===== config.mk =====
export PLATFORM = sky130hd
export DESIGN_NAME = fir_driver
export DESIGN_NICKNAME = d
export VERILOG_FILES = /design/src/rtl/fir_driver.sv
export SDC_FILE = /design/constraint.sdc
export NUM_CORES = 1
export LEC_CHECK = 0
export CAP_MARGIN = 5
export CELL_PAD_IN_SITES_DETAIL_PLACEMENT = 1
export CELL_PAD_IN_SITES_GLOBAL_PLACEMENT = 1
export CORE_ASPECT_RATIO = 0.7
export CORE_MARGIN = 10
export CORE_UTILIZATION = 42
export CTS_BUF_LIST = sky130_fd_sc_hd__clkbuf_4 sky130_fd_sc_hd__clkbuf_8
export DETAILED_ROUTE_END_ITERATION = 8
export PLACE_DENSITY = 0.92
export SYNTH_ARGS = -nofsm -noshare
export SYNTH_HDL_FRONTEND = slang
export SYNTH_SLANG_ARGS = --single-unit

===== constraint.sdc =====
create_clock -name clk -period 3.9 [get_ports clk]
set_input_delay 0.78 -clock clk [delete_from_list [all_inputs] [get_ports clk]]
set_output_delay 0.78 -clock clk [all_outputs]
set_load 0.005 [all_outputs]

===== src/rtl/fir_driver.sv =====
// Host-side controller for the serial-coefficient symmetric FIR core: shifts a
// coefficient set into the core, then sequences one sample per operation.
module fir_driver #(
   parameter int BITS    = 8,
   parameter int NCOEF   = 3,
   parameter int TIMEOUT = 64
) (
   input  logic                    clk,
   input  logic                    rst_n,
   input  logic                    cfg_load,
   input  logic [NCOEF*BITS-1:0]   cfg_coeffs,
   output logic                    cfg_busy,
   input  logic                    s_valid,
   output logic                    s_ready,
   input  logic [BITS-1:0]         s_data,
   output logic                    m_valid,
   input  logic                    m_ready,
   output logic [BITS-1:0]         m_data,
   output logic                    err,
   output logic                    coeff_load_in,
   output logic                    coeff_in,
   output logic                    lock,
   output logic                    start,
   output logic [BITS-1:0]         x,
   input  logic                    done,
   input  logic [BITS-1:0]         y
);

   localparam int NB  = NCOEF * BITS;
   localparam int BCW = (NB > 1) ? $clog2(NB) : 1;
   localparam int TCW = $clog2(TIMEOUT + 1);
   localparam logic [BCW-1:0] LAST_BIT = BCW'(NB - 1);
   localparam logic [TCW-1:0] TMO      = TCW'(TIMEOUT);

   typedef enum logic [2:0] {
      UNCFG = 3'd0,
      SHIFT = 3'd1,
      IDLE  = 3'd2,
      ISSUE = 3'd3,
      WAIT  = 3'd4,
      OUT   = 3'd5
   } state_t;

   state_t            state_q, state_d;
   logic [NB-1:0]     shreg_q, shreg_d;
   logic [BCW-1:0]    bitcnt_q, bitcnt_d;
   logic [TCW-1:0]    tcnt_q, tcnt_d;
   logic              load_q, load_d;
   logic              lock_q, lock_d;
   logic              start_q, start_d;
   logic [BITS-1:0]   x_q, x_d;
   logic              m_valid_q, m_valid_d;
   logic [BITS-1:0]   m_data_q, m_data_d;
   logic              err_q, err_d;
   logic              s_ready_s;

   // Next-state and next-output logic for the operation sequencer.
   always_comb begin
      state_d   = state_q;
      shreg_d   = shreg_q;
      bitcnt_d  = bitcnt_q;
      tcnt_d    = tcnt_q;
      load_d    = load_q;
      lock_d    = lock_q;
      start_d   = 1'b0;
      x_d       = x_q;
      m_valid_d = m_valid_q;
      m_data_d  = m_data_q;
      err_d     = err_q;
      s_ready_s = 1'b0;

      case (state_q)
         UNCFG: begin
            if (cfg_load) begin
               state_d  = SHIFT;
               shreg_d  = cfg_coeffs;
               bitcnt_d = '0;
               load_d   = 1'b1;
               lock_d   = 1'b0;
               err_d    = 1'b0;
            end else begin
               state_d = UNCFG;
            end
         end
         SHIFT: begin
            shreg_d = {shreg_q[NB-2:0], 1'b0};
            if (bitcnt_q == LAST_BIT) begin
               bitcnt_d = '0;
               load_d   = 1'b0;
               lock_d   = 1'b1;
               state_d  = IDLE;
            end else begin
               bitcnt_d = bitcnt_q + BCW'(1);
            end
         end
         IDLE: begin
            // cfg_load outranks a pending sample, so the sample is refused.
            s_ready_s = ~cfg_load;
            if (cfg_load) begin
               state_d  = SHIFT;
               shreg_d  = cfg_coeffs;
               bitcnt_d = '0;
               load_d   = 1'b1;
               lock_d   = 1'b0;
               err_d    = 1'b0;
            end else if (s_valid) begin
               x_d     = s_data;
               state_d = ISSUE;
            end else begin
               state_d = IDLE;
            end
         end
         ISSUE: begin
            start_d = 1'b1;
            tcnt_d  = '0;
            state_d = WAIT;
         end
         WAIT: begin
            // A done landing on the last allowed count still wins over timeout.
            if (done) begin
               m_data_d  = y;
               m_valid_d = 1'b1;
               state_d   = OUT;
            end else if (tcnt_q == TMO) begin
               err_d     = 1'b1;
               m_data_d  = '0;
               m_valid_d = 1'b1;
               state_d   = OUT;
            end else begin
               tcnt_d = tcnt_q + TCW'(1);
            end
         end
         OUT: begin
            if (m_ready) begin
               m_valid_d = 1'b0;
               state_d   = IDLE;
            end else begin
               m_valid_d = 1'b1;
            end
         end
         default: begin
            state_d = UNCFG;
            load_d  = 1'b0;
            lock_d  = 1'b0;
         end
      endcase
   end

   // State and output registers.
   always_ff @(posedge clk or negedge rst_n) begin
      if (!rst_n) begin
         state_q   <= UNCFG;
         shreg_q   <= '0;
         bitcnt_q  <= '0;
         tcnt_q    <= '0;
         load_q    <= 1'b0;
         lock_q    <= 1'b0;
         start_q   <= 1'b0;
         x_q       <= '0;
         m_valid_q <= 1'b0;
         m_data_q  <= '0;
         err_q     <= 1'b0;
      end else begin
         state_q   <= state_d;
         shreg_q   <= shreg_d;
         bitcnt_q  <= bitcnt_d;
         tcnt_q    <= tcnt_d;
         load_q    <= load_d;
         lock_q    <= lock_d;
         start_q   <= start_d;
         x_q       <= x_d;
         m_valid_q <= m_valid_d;
         m_data_q  <= m_data_d;
         err_q     <= err_d;
      end
   end

   assign cfg_busy      = load_q;
   assign coeff_load_in = load_q;
   assign coeff_in      = shreg_q[NB-1] & load_q;
   assign lock          = lock_q;
   assign start         = start_q;
   assign x             = x_q;
   assign m_valid       = m_valid_q;
   assign m_data        = m_data_q;
   assign err           = err_q;
   assign s_ready       = s_ready_s;

endmodule

==> results.yml <==
clocking:
  numCtsBuffers: 9
  postCtsHoldBufs: 0
  clk_pin_slew_ns: 0.07
  clk_latency_ns: 0.33
  cts_root_buffer: "clkbuf_8"
  cts_tree: "built"
  post_cts_buffers: 0
  clock_sinks: 60
  post_cts_resized: 0
  cts_htree_levels: 3
  cts_buffer_depth: 2
logic_synthesis:
  syn_avg_cell_area_um2: 10.7
  synth_seq_cells: 60
  yosys_warnings: 0
  ys_seq_area_frac: 0.542
  syn_nets: 309
  syn_inst: 260
  synth_edf_count: 0
  syn-cell-area_um2: 2770
  async_flop_share: 1.00
  synth_cell_types: 43
  synth_ff_type: "dfrtp_1"
timing:
  fmax_mhz: 322
  tightestPinTransition_ns: 0.947
  period_needed_ns: 3.11
  setup-violations-final: 0
  drv_slew: 0
  tns_ns: 0
  fin_crit_sh: 0.796
  setup_ws_ns: 0.794
  timing.hold.ws_ns: 0.476
  skew_ns: 0.00485
  finalHoldViolCount: 0
  max-slew-margin-rel: 0.367
  rsz0062_at_grt: "false"
worst_hold_path:
  holdCritPathClass: "reg -> reg"
  min_delay_path_depth: 2
outcome:
  status: "completed"
power_and_ir_drop:
  peakVddDrop_v: 0.000304
  power_mw: 2.81
  pwr-share-seq: 0.392
  switchingPower_mw: 1.03
  leakagePower_nw: 1.62
  p_int_mw: 1.78
  p_per_area_nw_per_um2: 757
  p_clk_frac: 0.207
  pwr-share-comb: 0.401
  swShare: 0.366
global_routing:
  antenna_found_initial: 0
  busiest_layer: "met2"
  grtUsageMet3: 0.0642
  grt_usage: 0.158
  grtUsageMet2: 0.255
  grt_util_met1: 0.190
  first_global_vias: 2535
  grt_pass1_wl_mm: 12.9
  grt-ovfl-total: 0
  grt_start_max_net_pins: 36
flow_run:
  maxCapViolCount: 0
placed_design:
  routabilityCongestion: 0.780
  hpwl_mm: 5.59
  portBuffers: 69
  dp_slack_ns: 0.812
  place_inst: 397
floorplanning:
  rows: 24
  coreArea_um2: 6310
  die_h_um: 88.0
  pin_count: 70
  die-area_um2: 10300
  initial_core_util: 0.440
  fp.dieW_um: 117
layout:
  final_cell_mix: "clkdlybuf4s50_1 (68), dfrtp_1 (60), o21ai_0 (40), nand2_1 (38), mux2i_1 (23)"
  n_antenna_cell: 0
  final_common_cell: "clkdlybuf4s50_1"
  fin_cells: 413
  syn2layout_area_growth_pct: 33.9
  fin_nets: 379
  drive_gt1_frac: 0.104
routing:
  wire_per_inst_um: 18.3
  drt-total-wl_mm: 7.57
  antenna_left: 0
  vias: 2226
  dr.pass1.iters: 4
  drc: 0
  drtIter0Drc: 95
  vias_per_cell: 5.39
worst_setup_path:
  reg2reg_depth: 4
  cp-start-kind: "input pin"
  worstPathMaxFanout: 7
  setup.worst_path.class: "in -> out"
  cp.arrival_ns: 2.33
  endpoint_kind: "primary output"
  cp.required_ns: 3.12
[sequential cells by signal, indices dropped and copies added (netlist names)]
signal	count
cfg_busy	1
state_q	3
m_data	8
bitcnt_q	5
start	1
tcnt_q	7
err	1
x	8
m_valid	1
shreg_q	24
lock	1
[final timing paths]
kind | startpoint | to | slack (ns)
worst max-delay path | cfg_load | s_ready | 0.79
worst min-delay path | shreg_q[9]$_DFFE_PN0P_ | shreg_q[9]$_DFFE_PN0P_ | 0.48
worst max register to register | state_q[0]$_DFFE_PN0P_ | shreg_q[7]$_DFFE_PN0P_ | 1.71
worst min register to register | shreg_q[9]$_DFFE_PN0P_ | shreg_q[9]$_DFFE_PN0P_ | 0.48
max in group asynchronous | rst_n | x[6]$_DFFE_PN0P_ | 2.51
min in group asynchronous | rst_n | shreg_q[5]$_DFFE_PN0P_ | 0.54
[cell usage after synthesis (5+ instances only)]
cell	count	share of area
clkbuf_1	5	0.0068
dfrtp_1	60	0.54
inv_1	6	0.0081
a21oi_1	6	0.011
o21ai_0	40	0.072
nand2_1	38	0.051
a22o_1	9	0.028
nand3_1	8	0.014
mux2i_1	23	0.083
mux2_2	7	0.028
nand2b_1	5	0.011
nor2_1	8	0.011
[stage by stage]
step / util / area [um^2]
final: 0.589 / 3710
after global routing: 0.589 / 3710
after CTS: 0.589 / 3710
after detailed placement: 0.556 / 3510
after global placement: 0.556 / 3510
after floorplan: - / 2770
[power by group through the flow]
stage / sequential [mW] / combinational [mW] / clock (mW)
5_1_grt: 1.14 / 1.27 / 0.636
3_3_place_gp: 1.09 / 1.06 / 0
6_report: 1.10 / 1.13 / 0.582
2_1_floorplan: 1.04 / 0.751 / 0
4_1_cts: 1.11 / 1.15 / 0.603
3_5_place_dp: 1.11 / 1.14 / 0
[metal layers]
layer	share of wire	wire (um)
met3	0.066	500
met4	0.0079	60
met2	0.47	3590
met1	0.45	3420
met5	0	0
[critical path, cell delays in order]
cell and delay [ns]:
clkdlybuf4s50_1 0.55, nand2b_1 0.25, nor3_2 0.18, clkdlybuf4s50_1 0.56
[cells by family (layout without fill, tap and decap cells)]
logic type / count (synthesis) / count (layout) / share of synthesized area
adders and majority gates: 3 / 3 / 0.0135
buffers and inverters: 18 / 93 / 0.0311
muxes: 31 / 31 / 0.116
AOI/OAI and AO/OA: 69 / 69 / 0.151
DFF: 60 / 60 / 0.542
and+or+nand+nor: 76 / 76 / 0.138
xor gates and xnor gates: 3 / 3 / 0.00948
[area by class of cell]
type                    count  area, um^2
clock buffers              12         159
well taps                  78        97.6
flip-flops and latches     60        1500
multi-input cells         182        1180
clock inverters             4        47.5
fillers                   685        2590
inverters                   6        22.5
repair buffers             71         701
Power figures use the tool's default switching activity.
